<file path="src/rtl/seg7_scan_driver.sv">
// Four-digit common-anode seven-segment scan driver with inter-digit blanking,
// per-digit blink and decimal points. All outputs are registered.
module seg7_scan_driver #(
  parameter int unsigned REFRESH_DIV  = 50000,
  parameter int unsigned BLANK_CYCLES = 16,
  parameter int unsigned BLINK_DIV    = 12500000
) (
  input  logic       clk,
  input  logic       reset,
  input  logic [4:0] code,
  input  logic [3:0] blink_en,
  input  logic [3:0] dp_en,
  output logic [1:0] scan,
  output logic [6:0] seg,
  output logic       dp,
  output logic [3:0] an
);

  localparam int unsigned CNT_W   = (REFRESH_DIV > 1) ? $clog2(REFRESH_DIV) : 1;
  localparam int unsigned BLINK_W = (BLINK_DIV > 1) ? $clog2(BLINK_DIV) : 1;

  logic [CNT_W-1:0]   r_cnt;
  logic [1:0]         r_scan;
  logic [BLINK_W-1:0] r_blink_cnt;
  logic               r_blink_phase;
  logic [3:0]         r_an;
  logic [6:0]         r_seg;
  logic               r_dp;

  logic               w_slot_end;
  logic               w_blink_wrap;
  logic               w_in_blank;
  logic               w_hide;
  logic [6:0]         w_lit;

  // Segments lit per glyph code; bit 0 = a ... bit 6 = g.
  function automatic logic [6:0] lit(input logic [4:0] c);
    logic [6:0] s;
    case (c)
      5'd0:    s = 7'h3F;
      5'd1:    s = 7'h06;
      5'd2:    s = 7'h5B;
      5'd3:    s = 7'h4F;
      5'd4:    s = 7'h66;
      5'd5:    s = 7'h6D;
      5'd6:    s = 7'h7D;
      5'd7:    s = 7'h07;
      5'd8:    s = 7'h7F;
      5'd9:    s = 7'h6F;
      5'd11:   s = 7'h38;
      5'd12:   s = 7'h5C;
      5'd13:   s = 7'h6D;
      5'd14:   s = 7'h78;
      5'd15:   s = 7'h73;
      5'd16:   s = 7'h77;
      5'd17:   s = 7'h50;
      5'd18:   s = 7'h1C;
      5'd19:   s = 7'h54;
      5'd20:   s = 7'h39;
      default: s = 7'h00;
    endcase
    return s;
  endfunction

  assign w_slot_end   = (r_cnt == CNT_W'(REFRESH_DIV - 1));
  assign w_blink_wrap = (r_blink_cnt == BLINK_W'(BLINK_DIV - 1));
  assign w_lit        = lit(code);

  generate
    if (BLANK_CYCLES == 0) begin : g_no_blank
      assign w_in_blank = 1'b0;
    end else begin : g_blank
      assign w_in_blank = (r_cnt < CNT_W'(BLANK_CYCLES));
    end
  endgenerate

  assign w_hide = w_in_blank | (blink_en[r_scan] & ~r_blink_phase);

  // Refresh counter and scan index.
  always_ff @(posedge clk) begin
    if (reset) begin
      r_cnt  <= '0;
      r_scan <= 2'd0;
    end else if (w_slot_end) begin
      r_cnt  <= '0;
      r_scan <= r_scan + 2'd1;
    end else begin
      r_cnt  <= r_cnt + CNT_W'(1);
    end
  end

  // Free-running blink timebase, independent of the refresh counter.
  always_ff @(posedge clk) begin
    if (reset) begin
      r_blink_cnt   <= '0;
      r_blink_phase <= 1'b1;
    end else if (w_blink_wrap) begin
      r_blink_cnt   <= '0;
      r_blink_phase <= ~r_blink_phase;
    end else begin
      r_blink_cnt   <= r_blink_cnt + BLINK_W'(1);
    end
  end

  // Output stage uses pre-edge scan so anode and cathodes always agree.
  always_ff @(posedge clk) begin
    if (reset) begin
      r_an  <= 4'b1111;
      r_seg <= 7'h7F;
      r_dp  <= 1'b1;
    end else if (w_hide) begin
      r_an  <= 4'b1111;
      r_seg <= 7'h7F;
      r_dp  <= 1'b1;
    end else begin
      r_an  <= ~(4'b0001 << r_scan);
      r_seg <= ~w_lit;
      r_dp  <= ~dp_en[r_scan];
    end
  end

  assign scan = r_scan;
  assign seg  = r_seg;
  assign dp   = r_dp;
  assign an   = r_an;

endmodule

</file>
<file path="config.mk">
export PLATFORM = sky130hd
export DESIGN_NAME = seg7_scan_driver
export DESIGN_NICKNAME = d
export VERILOG_FILES = /design/src/rtl/seg7_scan_driver.sv
export SDC_FILE = /design/constraint.sdc
export NUM_CORES = 1
export LEC_CHECK = 0
export ABC_CLOCK_PERIOD_IN_PS = 4100
export CAP_MARGIN = 5
export CORE_ASPECT_RATIO = 1.25
export CORE_MARGIN = 4
export CORE_UTILIZATION = 65
export CTS_CLUSTER_SIZE = 24
export DETAILED_ROUTE_END_ITERATION = 8
export DONT_BUFFER_PORTS = 1
export PLACE_DENSITY_LB_ADDON = 0.08
export SLEW_MARGIN = 20
export SYNTH_ARGS = -nofsm -noshare
export SYNTH_HDL_FRONTEND = slang
export SYNTH_SLANG_ARGS = --single-unit
export TNS_END_PERCENT = 5
</file>
<file path="constraint.sdc">
create_clock -name clk -period 4.1 [get_ports clk]
set_input_delay 0.41 -clock clk [delete_from_list [all_inputs] [get_ports clk]]
set_output_delay 0.41 -clock clk [all_outputs]
set_load 0.05 [all_outputs]
</file>
==> results_dict.tcl, run 1 <==
set metrics [dict create \
    outcome "complete, no violations" \
    hold_viol_final 0 \
    ant_nets 0 \
    wl_mm 4.78 \
    gp_congestion 0.846 \
    nFillCells 352 \
    yosys_register_bits 55 \
    synth_top_family_by_area "simple AND/OR/NAND/NOR gates" \
    drcViolationCount 0 \
    yosys_most_used_dff "dfxtp_1" \
    root_buffer "clkbuf_8" \
    r2r-start "scan[0]" \
    post_cts_resized 0 \
    grt_pass1_vias 1870 \
    yosys_warnings 0 \
    initial_utilization_pct 66.6 \
    synth_edf_count 0 \
    drtIter0Drc 131 \
    finalHoldWorstSlack_ns 0.160 \
    cp.arrival_ns 2.63 \
    portBuffers 0 \
    crit_type "reg -> reg" \
    hold_class "in -> reg" \
    synthesis.nets 335 \
    viasPerCell 5.79 \
    syn_area_per_cell_um2 8.80 \
    total_power_w 0.000950 \
    antenna_found_initial 0 \
    min-delay-start "reset" \
    grt_pass1_wl_mm 8.25 \
    areaGrowthSynthToFinish_pct 4.25 \
    placed_cells 352 \
    path_cells "mux4_2, a21oi_1, o21ai_0" \
    synth-compound-area-share_pct 8.77 \
    track_usage_pct 19.7 \
    cp.buffers_inverters 0 \
    post-route-period-util_pct 60.8 \
    yosysMostFrequentCell "dfxtp_1" \
    crit_path_end_kind "register" \
    critical-path-max-stage-delay_ns 0.82 \
    cellLeakagePower_nw 0.961 \
    worstSkewPairLatency_ns 0.30 \
    cts_buffer_depth 2 \
    layout_min_cycle_time_ns 2.49 \
    worst_pin_slew_ns 0.899 \
    core_um2 4070 \
    instances_no_fill 360 \
    num_antenna_cells 0 \
    io-pin-count 29 \
    cp-startpoint "scan[0]" \
    fmax_mhz 401 \
    dr.pass1.iters 4 \
    synth.mux.area_fraction_pct 4.43 \
    seq_area_frac_synth_pct 40.6 \
    synthAdderAreaFrac_pct 5.54 \
    cp.required_ns 4.24 \
    grt-ovfl-total 0 \
    setup_tns_ns 0 \
    rsz0062_at_grt "false" \
    die_y_um 80.2 \
    synth-async-reset-ratio_pct 0 \
    synthSimpleGateAreaFrac_pct 27.1 \
    clock_sinks 55 \
    maxCapViolCount 0 \
    cts_hold_buf 0 \
    slew_headroom_pct 40.1 \
    synthCells 308 \
    yosys-top-cells-count "dfxtp_1 (55), nor2_1 (45), nand2_1 (22)" \
    drive_above_1_share_pct 6.91 \
    crit_family "compound AO/OA/AOI/OAI gates" \
    cts_htree_levels 2 \
    post-cts-setup-buffers 0 \
    grt_max_degree 24 \
    dpl.hpwl_mm 3.59 \
    synthesis.area_um2 2710 \
    wire_per_inst_um 13.3 \
    synth.distinct_cells 43 \
    cts_tree "built" \
    synth_top_area_cell "dfxtp_1" \
    dieArea_um2 5270 \
    synth_area_leaders "dfxtp_1 (41%), nor2_1 (6.2%), ha_1 (5.5%)" \
    critical_path.slowest_cell "dfxtp_1" \
    worstSetupStartpointType "register" \
    vias 2083 \
    nets 330 \
    irDropWorstVdd_v 0.000261 \
    finClkSkew_ns 0.00814 \
    finalSetupViolCount 0 \
    synth_xor_area_share_pct 8.73 \
    placementRows 26 \
    finalMaxSlewViolations 0 \
    power_density_nw_per_um2 336 \
    finish.utilization_pct 69.5 \
    crit_fanout 12 \
    clkTransAtPathRegs_ns 0.09 \
    synth.top_cell.area_share_pct 40.6 \
    die_w_um 65.8 \
    cts_made_buffers 5 \
]
[power by group]
group | leakage, nW | internal (W) | total, W | switching [W]
Combinational | 0.455 | 0.0000195 | 0.0000419 | 0.0000224
Clock | 0.0612 | 0.000198 | 0.000364 | 0.000166
Sequential | 0.445 | 0.000539 | 0.000544 | 0.00000531
Total | 0.961 | 0.000756 | 0.000950 | 0.000194
[through the flow]
| step | setup WS, ns | instance area, um^2 |
|---|---|---|
| floorplan | 2.06 | 2710 |
| global placement | 1.69 | 2710 |
| detailed placement | 1.58 | 2710 |
| CTS | 1.57 | 2830 |
| global route | 1.37 | 2830 |
| finish | 1.61 | 2830 |
[logic make-up after synthesis]
| logic type | Yosys count |
|---|---|
| and+or+nand+nor | 141 |
| DFF | 55 |
| AOI/OAI and AO/OA | 39 |
| xor gates and xnor gates | 27 |
| buffers and inverters | 27 |
| adders and majority gates | 12 |
| muxes | 7 |
[layout make-up]
type | count | area [um^2] | share of cell area [%]
Multi-Input combinational cell | 226 | 1480 | 52.4
Sequential cell | 55 | 1100 | 39.0
Clock buffer | 6 | 82.6 | 2.92
Tap cell | 56 | 70.1 | 2.48
Inverter | 15 | 56.3 | 1.99
Clock inverter | 2 | 35.0 | 1.24
[layer usage]
layer,track usage (%),up-vias,wire [um]
met5,0,-,0
met4,6.64,0,64
met3,3.92,7,138
met2,35.9,27,2590
met1,22.6,980,1990
li1,-,1069,-
[flip-flops by register name, summed over array words and instances (netlist names)]
register / count
r_blink_cnt: 24
an: 4
scan: 2
seg: 7
dp: 1
r_cnt: 16
r_blink_phase: 1
[path summary, 6_finish.rpt]
path                                 end  slack [ns]  cells past startpoint
worst max-delay path              seg[2]        1.61                      3
worst max register to register    seg[2]        1.61                      3
worst min register to register  r_cnt[0]        0.47                      1
worst min-delay path             scan[0]        0.16                      1
[placed cells by master, fill, tap and decap left out, types with 2 or more instances in the layout]
master,n
dfxtp_1,55
nor2_1,45
nand2_1,22
xnor2_1,17
nand4_1,16
inv_1,15
nand3_1,15
a21oi_1,15
o21ai_0,13
ha_1,12
xor2_1,10
or3_1,8
nor3_1,7
clkbuf_8,6
nor4_1,5
or4_1,4
mux4_2,4
or4_4,3
and4_1,3
mux2i_1,3
nand2b_1,2
o22ai_1,2
nor2b_1,2
o211ai_1,2
and3_1,2
No activity file was read; power rests on OpenSTA's default activity.
==> inputs of run 2 (changes only) <==
- ABC_CLOCK_PERIOD_IN_PS: 4100 -> 2500
- CORE_UTILIZATION: 65 -> 63
- clock period: 4.1 -> 2.5 ns (I/O delays scaled with it)
==> run 2 against run 1 <==
  * Count of clock-buffer cells in the layout stayed put
  * Global-route usage grew 0.77 points
  * Final area about the same
  * Largest power group unchanged
==> results_dict.tcl, run 2 (same netlist as run 1, synthesis figures left out) <==
set metrics [dict create \
    busiest_layer "met2" \
    maxCapViolCount 0 \
    gp_congestion 0.818 \
    seq_area_um2 1100 \
    dp_slack_ns 0.450 \
    worst_pin_slew_ns 0.803 \
    areaGrowthSynthToFinish_pct 4.34 \
    cts_made_buffers 5 \
    fmax_mhz 488 \
    crit_fanout 5 \
    post-cts-setup-buffers 0 \
    num_antenna_cells 0 \
    final_common_cell "dfxtp_1" \
    wl_mm 5.11 \
    track_usage_pct 20.5 \
    vias 2118 \
    root_buffer "clkbuf_8" \
    wire_per_inst_um 14.1 \
    drtIter0Drc 86 \
    dpl.hpwl_mm 3.80 \
    worstSetupStartpointType "register" \
    irDropWorstVdd_v 0.000266 \
    initial_utilization_pct 65.6 \
    cp.required_ns 2.73 \
    multi_input_area_um2 1480 \
    dieArea_um2 5420 \
    grt_pass1_wl_mm 8.66 \
    core_um2 4130 \
    grt_max_degree 24 \
    finalSetupViolCount 0 \
    cts_buffer_depth 2 \
    post-route-period-util_pct 82.0 \
    cts_htree_levels 2 \
    power_density_nw_per_um2 512 \
    rsz0062_at_grt "false" \
    slew_headroom_pct 46.4 \
    grt_pass1_vias 1951 \
    hold_class "in -> reg" \
    portBuffers 0 \
    viasPerCell 5.83 \
    ant_nets 0 \
    cp.arrival_ns 2.28 \
    die_w_um 66.7 \
    outcome "complete, no violations" \
    cellLeakagePower_nw 0.967 \
    worstSkewPairLatency_ns 0.30 \
    post_cts_resized 0 \
    setup_tns_ns 0 \
    clock_sinks 55 \
    placementRows 26 \
    finalMaxSlewViolations 0 \
    die_y_um 81.3 \
    largest_register_ffs 24 \
    hold_viol_final 0 \
    clkTransAtPathRegs_ns 0.09 \
    use_met1_pct 23.3 \
    cts_hold_buf 1 \
    drive_above_1_share_pct 7.49 \
    grt_util_met3_pct 4.01 \
    largest_register "r_blink_cnt" \
    use_met2_pct 37.5 \
    mostFrequentLayoutCells "dfxtp_1 (55), nor2_1 (45), nand2_1 (22)" \
    crit_path_end_kind "register" \
    cts_tree "built" \
    antenna_found_initial 0 \
    dr.pass1.iters 4 \
    crit_type "reg -> reg" \
    nFillCells 362 \
    nets 334 \
    grt-ovfl-total 0 \
    layout_min_cycle_time_ns 2.05 \
    finClkSkew_ns 0.00589 \
    drcViolationCount 0 \
    io-pin-count 29 \
    setup_ws_ns 0.450 \
]
## run 2: cell count changes in the layout (fill, tap and decap cells not counted), sizes merged
cell / before / now
bufinv: 1 / 0
dlygate4sd3: 0 / 1
buf: 0 / 3
## run 2: cell type report
type                       instances  area share [%]
multi-input combinational        226            52.3
sequential                        55            38.9
clock buffer                       6            2.92
tap                               56            2.48
inverter                          15            1.99
timing repair buffer               4            1.15
clock inverter                     1           0.177
## run 2: where the power goes
group	internal, W	switching (W)	total (W)
Combinational	0.0000340	0.0000385	0.0000725
Clock	0.000218	0.000264	0.000482
Sequential	0.000884	0.00000910	0.000893
Total	0.00114	0.000311	0.00145
## run 2: worst max-delay path, cell delays in order, from the launching register on
cell	delay, ns
dfxtp_1	0.40
ha_1	0.24
nand4_1	0.23
or4_4	0.62
or3_1	0.36
a21oi_1	0.14
## run 2: routing by layer
| metal | routed length [um] | up-vias |
|---|---|---|
| met3 | 151 | 8 |
| met1 | 2120 | 999 |
| met5 | 0 | - |
| met2 | 2750 | 34 |
| li1 | - | 1077 |
| met4 | 86 | 0 |
## run 2: per-stage QoR
| step | total power, W | cells | area, um^2 | utilization, % | hold slack [ns] |
|---|---|---|---|---|---|
| after global routing | 0.00151 | 363 | 2830 | 68.4 | 0.00346 |
| after floorplan | 0.000982 | 308 | 2710 | - | 0.426 |
| after detailed placement | 0.000984 | 355 | 2730 | 66.1 | 0.326 |
| after CTS | 0.00146 | 363 | 2830 | 68.4 | 0.00780 |
| after global placement | 0.000981 | 355 | 2730 | 66.1 | 0.323 |
| final | 0.00145 | 363 | 2830 | 68.4 | 0.0199 |
## run 2: worst paths after layout
check | from | endpoint | slack, ns | cells past startpoint
worst max-delay path | r_blink_cnt[0] | r_blink_cnt[18] | 0.45 | 5
worst min register to register | r_cnt[0] | r_cnt[0] | 0.47 | 1
worst max register to register | r_blink_cnt[0] | r_blink_cnt[18] | 0.45 | 5
worst min-delay path | reset | r_blink_cnt[20] | 0.02 | 1
